===== src/rtl/regfile_wb_arbiter_if.sv =====
// Writeback bus between the two requesters (ALU, MEM), the arbiter and the register file port.
// The master side drives requests and stall; the slave side (the arbiter) answers with Ready and the write.
interface regfile_wb_arbiter_if #(
  parameter int DATA_W = 32,
  parameter int ADDR_W = 5
);
  logic              AluValid;
  logic [ADDR_W-1:0] AluReg;
  logic [DATA_W-1:0] AluData;
  logic              AluReady;
  logic              MemValid;
  logic [ADDR_W-1:0] MemReg;
  logic [DATA_W-1:0] MemData;
  logic              MemReady;
  logic              WbStall;
  logic              Write1;
  logic [ADDR_W-1:0] WriteReg1;
  logic [DATA_W-1:0] WriteData1;
  logic [2:0]        AluAge;

  modport master (
    output AluValid, AluReg, AluData, MemValid, MemReg, MemData, WbStall,
    input  AluReady, MemReady, Write1, WriteReg1, WriteData1, AluAge
  );

  modport slave (
    input  AluValid, AluReg, AluData, MemValid, MemReg, MemData, WbStall,
    output AluReady, MemReady, Write1, WriteReg1, WriteData1, AluAge
  );
endinterface


===== src/rtl/regfile_wb_arbiter.sv =====
// Shares the register file's single write port between ALU and memory-load writebacks.
// Loads win ties unless the ALU has waited AGE_MAX cycles; the winning write is registered once.
module regfile_wb_arbiter #(
  parameter int DATA_W  = 32,
  parameter int ADDR_W  = 5,
  parameter int AGE_MAX = 4
) (
  input logic                 CLK,
  input logic                 RESET,
  regfile_wb_arbiter_if.slave wb
);
  localparam logic [2:0] AGE_SAT = 3'(AGE_MAX);

  // Handshake: a transfer happens in any cycle where Valid && Ready; Ready is a
  // combinational function of both Valids, WbStall, AluAge and RESET, never high
  // without its own Valid, and at most one Ready is high per cycle.
  logic              w_alu_grant;
  logic              w_mem_grant;
  logic              w_grant;
  logic [ADDR_W-1:0] w_reg;
  logic [DATA_W-1:0] w_data;

  logic              r_write;
  logic [ADDR_W-1:0] r_reg;
  logic [DATA_W-1:0] r_data;
  logic [2:0]        r_age;

  always_comb begin
    w_alu_grant = 1'b0;
    w_mem_grant = 1'b0;
    w_reg       = wb.MemReg;
    w_data      = wb.MemData;
    if (!RESET && !wb.WbStall) begin
      if (wb.AluValid && (!wb.MemValid || r_age == AGE_SAT)) begin
        w_alu_grant = 1'b1;
        w_reg       = wb.AluReg;
        w_data      = wb.AluData;
      end else if (wb.MemValid) begin
        w_mem_grant = 1'b1;
      end
    end
    w_grant = w_alu_grant || w_mem_grant;
  end

  always_ff @(posedge CLK) begin
    if (RESET) begin
      r_write <= 1'b0;
      r_reg   <= '0;
      r_data  <= '0;
      r_age   <= '0;
    end else begin
      // Register-0 grants are accepted but never reach the register file.
      r_write <= w_grant && (w_reg != '0);
      if (w_grant) begin
        r_reg  <= w_reg;
        r_data <= w_data;
      end
      if (w_alu_grant || !wb.AluValid) begin
        r_age <= '0;
      end else if (r_age != AGE_SAT) begin
        r_age <= r_age + 3'd1;
      end
    end
  end

  assign wb.AluReady   = w_alu_grant;
  assign wb.MemReady   = w_mem_grant;
  assign wb.Write1     = r_write;
  assign wb.WriteReg1  = r_reg;
  assign wb.WriteData1 = r_data;
  assign wb.AluAge     = r_age;
endmodule


===== src/flat_wrapper.sv =====
// flat-port wrapper written by rule: the top's interface ports become plain ports
module regfile_wb_arbiter_flat 
#(
  parameter int DATA_W  = 32,
  parameter int ADDR_W  = 5,
  parameter int AGE_MAX = 4
)
  (CLK, RESET, wb_AluValid, wb_AluReg, wb_AluData, wb_MemValid, wb_MemReg, wb_MemData, wb_WbStall, wb_AluReady, wb_MemReady, wb_Write1, wb_WriteReg1, wb_WriteData1, wb_AluAge);
  regfile_wb_arbiter_if #(.DATA_W(DATA_W), .ADDR_W(ADDR_W)) wb_i ();
  input logic CLK;
  input logic RESET;
  input wire logic [$bits(wb_i.AluValid)-1:0] wb_AluValid;
  input wire logic [$bits(wb_i.AluReg)-1:0] wb_AluReg;
  input wire logic [$bits(wb_i.AluData)-1:0] wb_AluData;
  input wire logic [$bits(wb_i.MemValid)-1:0] wb_MemValid;
  input wire logic [$bits(wb_i.MemReg)-1:0] wb_MemReg;
  input wire logic [$bits(wb_i.MemData)-1:0] wb_MemData;
  input wire logic [$bits(wb_i.WbStall)-1:0] wb_WbStall;
  output wire logic [$bits(wb_i.AluReady)-1:0] wb_AluReady;
  output wire logic [$bits(wb_i.MemReady)-1:0] wb_MemReady;
  output wire logic [$bits(wb_i.Write1)-1:0] wb_Write1;
  output wire logic [$bits(wb_i.WriteReg1)-1:0] wb_WriteReg1;
  output wire logic [$bits(wb_i.WriteData1)-1:0] wb_WriteData1;
  output wire logic [$bits(wb_i.AluAge)-1:0] wb_AluAge;
  assign wb_i.AluValid = wb_AluValid;
  assign wb_i.AluReg = wb_AluReg;
  assign wb_i.AluData = wb_AluData;
  assign wb_i.MemValid = wb_MemValid;
  assign wb_i.MemReg = wb_MemReg;
  assign wb_i.MemData = wb_MemData;
  assign wb_i.WbStall = wb_WbStall;
  assign wb_AluReady = wb_i.AluReady;
  assign wb_MemReady = wb_i.MemReady;
  assign wb_Write1 = wb_i.Write1;
  assign wb_WriteReg1 = wb_i.WriteReg1;
  assign wb_WriteData1 = wb_i.WriteData1;
  assign wb_AluAge = wb_i.AluAge;
  regfile_wb_arbiter #(.DATA_W(DATA_W), .ADDR_W(ADDR_W), .AGE_MAX(AGE_MAX)) u_core (.CLK(CLK), .RESET(RESET), .wb(wb_i));
endmodule

===== config.mk =====
export PLATFORM = sky130hd
export DESIGN_NAME = regfile_wb_arbiter_flat
export DESIGN_NICKNAME = d
export VERILOG_FILES = /design/src/rtl/regfile_wb_arbiter_if.sv /design/src/rtl/regfile_wb_arbiter.sv /design/src/flat_wrapper.sv
export SDC_FILE = /design/constraint.sdc
export NUM_CORES = 1
export LEC_CHECK = 0
export BUFFER_PORTS_ARGS = -buffer_cell sky130_fd_sc_hd__buf_2
export CAP_MARGIN = 20
export CORE_ASPECT_RATIO = 0.8
export CORE_MARGIN = 3
export CORE_UTILIZATION = 45
export DETAILED_ROUTE_END_ITERATION = 7
export PLACE_DENSITY = 0.85
export SYNTH_ARGS = -nofsm -noshare
export SYNTH_HDL_FRONTEND = slang
export SYNTH_SLANG_ARGS = --single-unit

===== constraint.sdc =====
create_clock -name CLK -period 4.2 [get_ports CLK]
set_input_delay 0.42 -clock CLK [delete_from_list [all_inputs] [get_ports CLK]]
set_output_delay 0.42 -clock CLK [all_outputs]
set_load 0.01 [all_outputs]

# [Word-level counts from Yosys, hierarchy flattened]
# Cells that the tools add are included.
[totals] ff_bits=41 word_cells=28
[classes] add_sub_neg=1 eq_ne=2 mux=9 reduce_logical=12
[op_table] operator="32-bit 2-to-1 mux" count=2
[op_table] operator="5-bit 2-to-1 mux" count=2
[op_table] operator="1-bit 2-to-1 mux" count=5
[op_table] operator="5-bit nonzero test" count=1
[op_table] operator="1-bit logical NOT" count=4
[op_table] operator="3-bit by 1-bit adder with 3-bit output (second input constant)" count=1
[op_table] operator="3-bit == test (second input constant)" count=1
[op_table] operator="1-bit logical AND" count=3
[op_table] operator="1-bit logical OR" count=3
[op_table] operator="3-bit inequality test (second input constant)" count=1
[op_table] operator="2-bit OR reduction" count=1

# [Depth between registers and ports, before layout]
# Gate-level depths: netlist of the first run.
[depth] word_depth=7 depth_mapped=7 mapped_depth_nobuf=6

# [Worst setup path after synthesis of the first run]
# Ideal clock, no wire load.
[synth_timing] path_kind="reg2out" from="register u_core.r_age[0] (netlist: u_core.wb.AluAge[0])" to="output port wb_AluReady" arrival_time_ns=1.625 required_ns=3.780 slack_ns=2.155 stages_incl_launch_ff=7 n_path_buf=1 cell_sequence="dfxtp_1 -> inv_1 -> ha_1 -> a21boi_0 -> or2_4 -> buf_2 -> inv_1"
[synth_via] elab_chain_len=5
[synth_lines] item="start, declared" line="regfile_wb_arbiter.sv:26" source="logic [2:0] r_age;"
[synth_lines] item="start signal, assigned" line="regfile_wb_arbiter.sv:61" source="r_age <= r_age + 3'd1;"
[synth_lines] item="3-bit == test" line="regfile_wb_arbiter.sv:34" source="if (wb.AluValid && (!wb.MemValid || r_age == AGE_SAT)) begin"
[synth_lines] item="1-bit logical OR" line="regfile_wb_arbiter.sv:34"
[synth_lines] item="1-bit logical AND" line="regfile_wb_arbiter.sv:34"
[synth_lines] item="1-bit 2-to-1 mux" line="regfile_wb_arbiter.sv:34"
[synth_lines] item="1-bit 2-to-1 mux" line="regfile_wb_arbiter.sv:33" source="if (!RESET && !wb.WbStall) begin"
[synth_lines] item="end, declared" line="flat_wrapper.sv:19" source="output wire logic [$bits(wb_i.AluReady)-1:0] wb_AluReady;"
# Every way passes these cells.

# [Worst setup path after layout of the first run]
# Ends and elaborated chain as after synthesis.

==> results of run 1 <==
==> synthesized netlist by cell type <==
master,instances
dfxtp_1,41
inv_1,36
a21oi_1,32
o221a_2,22
clkbuf_1,10
o221a_1,10
nor3_1,8
mux2i_1,7
a211oi_1,5
buf_2,3
buf_6,2
ha_1,2
nand2_1,2
o21ai_0,2
or4_1,2
a21boi_0,1
nand2b_1,1
nand3_1,1
nand3b_1,1
nor2_1,1
nor3b_2,1
o21bai_1,1
or2_4,1
or3b_1,1
xnor2_1,1
==> report_power, final <==
part	switching [uW]	leakage, uW	internal [uW]	total, uW
clock network	120	0.0000395	118	238
registers	15.2	0.000340	419	434
logic	83.0	0.000872	86.9	170
total	218	0.00125	624	842
==> metrics by stage <==
stage	setup slack (ns)	total power, uW	hold slack, ns	std cells
5_1_grt	1.220	893.4	0.3884	365
3_3_place_gp	1.791	606.8	0.5412	356
6_report	1.419	842.4	0.4006	365
3_5_place_dp	1.729	613.3	0.5398	357
4_1_cts	1.413	852.1	0.3894	365
2_1_floorplan	2.155	530.0	0.5648	194
==> path summary, 6_finish.rpt <==
path / start / endpoint / slack (ns) / cells after the start
setup / recovery: u_core.wb.AluAge[0]$_SDFFE_PP0N_ / wb_AluReady / 1.42 / 6
hold / removal: wb_MemData[28] / u_core.wb.WriteData1[28]$_SDFFE_PP0P_ / 0.40 / 2
setup reg to reg: u_core.wb.AluAge[0]$_SDFFE_PP0N_ / u_core.wb.AluAge[1]$_SDFFE_PP0N_ / 1.99 / 6
hold reg to reg: u_core.wb.WriteData1[2]$_SDFFE_PP0P_ / u_core.wb.WriteData1[2]$_SDFFE_PP0P_ / 0.56 / 3
==> worst max-delay path, delay by kind of cell (launching register included) <==
| family | cells | cell delay, ns |
|---|---|---|
| flip-flops | 1 | 0.39 |
| adder cells (fa/ha/maj) | 1 | 0.24 |
| AO/OA/AOI/OAI | 1 | 0.54 |
| AND/OR/NAND/NOR | 1 | 0.53 |
| buffers and inverters | 3 | 0.38 |
==> layer usage <==
metal	global-route usage, %	routed length [um]	up-vias
li1	-	-	931
met1	24.87	2207	823
met2	34.16	2357	78
met3	5.286	366	4
met4	7.556	42	0
met5	0	0	-
==> registers in the layout (all words and copies together) (netlist names) <==
name	cells
u_core.wb.AluAge	3
u_core.wb.WriteData1	32
u_core.wb.WriteReg1	5
u_core.wb.Write1	1
==> layout make-up <==
cell class                      instances  area, um2  area share, %
Inverter                               36      135.1          5.323
Timing Repair Buffer                  123      628.1          24.74
Tap cell                               55      68.82          2.711
Sequential cell                        41      820.8          32.33
Multi-Input combinational cell        102      805.8          31.74
Clock buffer                            8      80.08          3.154
==> cell families (layout without fill, tap and decap cells) <==
logic type      after synthesis  in the layout
compound gates               73             73
xor+xnor                      1              1
fa+ha+maj                     2              2
buf+inv                      51            167
flops                        41             41
mux                           7              7
simple gates                 19             19
==> flow_summary.ini, run 1 <==
[run_status]
status = completed

[logic_synthesis]
ys_types = 25
synthMuxAreaShare_pct = 3.823
synthXorXnorAreaFrac_pct = 0.4778
synth_top_family_by_area = compound AO/OA/AOI/OAI gates
synth-compound-area-share_pct = 31.81
syn-cell-area_mm2 = 0.001833
synth_fa_ha_area_share_pct = 1.365
ys_seq_area_share_pct = 44.78
syn_avg_cell_area_um2 = 9.448
yosysWarningCount = 0
synth_fp_nets = 275
ys_seq_elements = 41
synth.area.top_cells = dfxtp_1 45%, o221a_2 14%, a21oi_1 8.7%
yosysTopAreaCell = dfxtp_1
syn_inst = 194
synth_simple_gate_area_share_pct = 6.280
synth_top_area_share_pct = 44.78

[worst_setup_path]
worst_path_max_delay_cell = a21boi_0
startpoint_type = register
cpPeakStageDelay_ns = 0.54
cp.required_ns = 3.78
critPathArrivalTime_ns = 2.36
endpoint_kind = output pin
critPathMostFrequentCell = inv_1
crit_fanout = 39
worstSetupPathType = register to output pin
path_cells = inv_1 > ha_1 > a21boi_0 > or2_4 > inv_1 > buf_2

[sta]
rsz0062_at_grt = no
fin_crit_ns = 2.781
finClkSkew_ns = 0.004402
max_freq_mhz = 359.6
hold_violations = 0
setup_viol = 0
final.period_utilization_pct = 66.22
slew_viol_final = 0
tightest_slew_ns = 0.6983
setup_tns_ns = 0
relSlewSlack_pct = 53.44

[clocking]
clk-insertion-delay-late_ns = 0.28
clk_pin_slew_ns = 0.07
post_cts_resized = 0
cts_max_path_buffers = 2
cts_tree = yes
cts_num_sinks = 41
htree_levels = 2
numCtsBuffers = 5
clock-root-buffer = clkbuf_8
post_cts_buffers = 0
ctsHoldBuffers = 0

[layout]
nNetsFinal = 390
area_growth_pct = 38.50
drive_gt1_share_pct = 49.35
final_area_mm2 = 0.002539
fill_cells = 346
layout_commonest_cell = buf_2
mostFrequentLayoutCells = 121 x buf_2, 41 x dfxtp_1, 36 x inv_1, 32 x a21oi_1, 22 x o221a_2
num_antenna_cells = 0
post-route-util_pct = 65.88

[flow_run]
max-cap-violations = 0

[floorplan]
die-height_um = 63.09
dieWidth_um = 77.36
die_area_mm2 = 0.004880
core-area_mm2 = 0.003854
initial_core_util_pct = 47.56
fp-row-count = 20
boundaryPins = 122

[routing]
route.detailed.drc = 0
initialDrtViolationCount = 56
wirelength_um = 4972
via_count = 1836
viasPerCell = 5.030
post_drt_wl_per_cell_um = 13.62
postRouteAntennaNets = 0
drtPass1Iterations = 4

[global_route]
grt_pass1_vias = 1821
grt_max_degree = 41
grt_usage_pct = 20.27
grt_first_pass_wirelength_um = 8024
overflow = 0
antenna_found_initial = 0

[place]
port_buffers = 121
dp_hpwl_um = 3733
placed_cell_area_mm2 = 0.002459
gp_congestion = 0.8187

[power_and_ir_drop]
p_per_area_mw_per_mm2 = 331.8
leakage_uw = 0.001251
ir_drop_v = 0.0002067

[min_path]
hp-class = primary input to register
No activity file was read; power rests on OpenSTA's default activity.
==> inputs of run 2 (changes only) <==
ABC_AREA = 1   (was default)
CORE_UTILIZATION = 40   (was 45)
PLACE_DENSITY = 0.77   (was 0.85)
clock period = 2.3 ns   (was 4.2 ns; I/O delays follow)
==> run 2 against run 1 <==
- power rose by 83%
- count of clock-buffer cells in the layout down 1
- synthesized area is 17% higher
- non-clock buffer count is the same
- sequential cell count stayed put
- largest cell class is now multi-input combinational cells
- first-iteration DRC count is 50% lower
- sequential power is 80% higher
- worst setup slack worse by 1.1 ns
- critical path type unchanged
- via count grew 9.0%
- sequential share of layout area shrank 2.8 points
==> flow_summary.ini, run 2 <==
[worst_setup_path]
cp.required_ns = 2.07
crit_fanout = 33
endpoint_kind = output pin
startpoint_type = register
rr_worst_depth = 9
critPathArrivalTime_ns = 1.77
worstSetupPathType = register to output pin

[global_route]
overflow = 0
grt_max_degree = 39
grt_first_pass_wirelength_um = 7928
grt_pass1_vias = 1837
antenna_found_initial = 0
grt_usage_pct = 15.66

[run_status]
status = completed

[clocking]
cts_num_sinks = 41
post_cts_resized = 0
post_cts_buffers = 0
clk-insertion-delay-late_ns = 0.28
cts_max_path_buffers = 2
clk_pin_slew_ns = 0.07
numCtsBuffers = 5
ctsHoldBuffers = 0
clock-root-buffer = clkbuf_8
cts_tree = yes
htree_levels = 2

[logic_synthesis]
yosys-top-cells-count = 77 x inv_1, 43 x nand2_1, 41 x dfxtp_1, 32 x o211ai_1, 20 x a21oi_2
ys_seq_elements = 41
syn_avg_cell_area_um2 = 7.767
synth.area.top_cells = dfxtp_1 38%, inv_1 14%, o211ai_1 11%
ys_types = 25
syn_inst = 275
synth_top_area_share_pct = 38.43
synth_ff_type = dfxtp_1
synth_fp_nets = 356
yosys.cell_count.top_type = inv_1
async_reset_ff_share_pct = 0
syn-cell-area_mm2 = 0.002136
yosysWarningCount = 0
ys_seq_area_share_pct = 38.43
yosysTopAreaCell = dfxtp_1
synth_edf_count = 0

[layout]
drive_gt1_share_pct = 40.92
nNetsFinal = 472
post-route-util_pct = 54.63
num_antenna_cells = 0
area_growth_pct = 30.29
largest_register_ff_count = 32
mostFrequentLayoutCells = 121 x buf_2, 77 x inv_1, 43 x nand2_1, 41 x dfxtp_1, 32 x o211ai_1
layout_commonest_cell = buf_2

[sta]
hold_violations = 0
fin_crit_ns = 2.002
relSlewSlack_pct = 69.01
slew_viol_final = 0
finClkSkew_ns = 0.005617
rsz0062_at_grt = no
tightest_slew_ns = 0.4648
setup_viol = 0
max_freq_mhz = 499.6
setup_tns_ns = 0
final.period_utilization_pct = 87.02

[floorplan]
dieWidth_um = 87.70
die-height_um = 71.36
initial_core_util_pct = 41.93
boundaryPins = 122
die_area_mm2 = 0.006257
fp-row-count = 23
core-area_mm2 = 0.005094

[routing]
wirelength_um = 5017
initialDrtViolationCount = 28
postRouteAntennaNets = 0
drtPass1Iterations = 4
via_count = 2001
post_drt_wl_per_cell_um = 11.08
viasPerCell = 4.417
route.detailed.drc = 0

[flow_run]
max-cap-violations = 0

[power_and_ir_drop]
p_per_area_mw_per_mm2 = 554.3
ir_drop_v = 0.0002957
leakage_uw = 0.001427

[place]
gp_congestion = 0.7530
dp_hpwl_um = 3902
port_buffers = 121

[min_path]
hp-class = primary input to register
hold_depth = 3
[run 2: cell type report]
class                   instances  area (um2)
clock buffers                   7       86.33
fillers                       502        2311
inverters                      79       301.5
multi-input cells             141       875.8
flip-flops and latches         41       820.8
well taps                      62       77.57
repair buffers                123       620.6
[run 2: critical path, cell delays in order (launching register included)]
cell and delay [ns]:
dfxtp_1 0.33, inv_1 0.10, ha_1 0.19, nand2_2 0.11, nand2_4 0.11, nand3_4 0.14, inv_4 0.31, buf_2 0.20
[run 2: worst paths after layout]
kind | slack, ns | from | to
setup / recovery | 0.30 | u_core.wb.AluAge[0]$_SDFFE_PP0N_ | wb_AluReady
hold / removal | 0.25 | wb_MemData[6] | u_core.wb.WriteData1[6]$_SDFFE_PP0P_
setup reg to reg | 0.37 | u_core.wb.AluAge[0]$_SDFFE_PP0N_ | u_core.wb.WriteData1[7]$_SDFFE_PP0P_
hold reg to reg | 0.45 | u_core.wb.WriteData1[28]$_SDFFE_PP0P_ | u_core.wb.WriteData1[28]$_SDFFE_PP0P_
[run 2: metrics by stage]
step / power, uW / std cells / setup slack [ns] / hold WS [ns] / area (um2)
global route: 1629 / 453 / 0.1514 / 0.2629 / 2783
CTS: 1565 / 453 / 0.2862 / 0.2436 / 2783
finish: 1542 / 453 / 0.2984 / 0.2499 / 2783
floorplan: 981.4 / 275 / 0.7667 / 0.4145 / 2136
global placement: 1101 / 446 / 0.4736 / 0.4322 / 2696
detailed placement: 1108 / 446 / 0.3463 / 0.4387 / 2696
[run 2: power breakdown]
part | total, uW | internal (uW) | switching [uW]
combinational | 306 | 139 | 167
sequential | 783 | 758 | 24.4
clock | 454 | 238 | 216
total | 1540 | 1140 | 407
[run 2: per-layer routing]
layer / track usage [%] / part of all wire (%) / vias up
li1: - / - / 1089
met1: 20.49 / 47 / 844
met2: 26.00 / 46 / 66
met3: 4.368 / 7.1 / 2
met4: 3.066 / 0.16 / 0
met5: 0 / 0 / -
[run 2: kinds of logic after synthesis]
group                    count (synthesis)  share of synthesized area, %
buffers and inverters                   93                         20.56
AO/OA/AOI/OAI                           78                         25.89
AND/OR/NAND/NOR                         59                         13.12
flip-flops                              41                         38.43
XOR/XNOR                                 2                        0.8203
adder cells (fa/ha/maj)                  2                         1.171
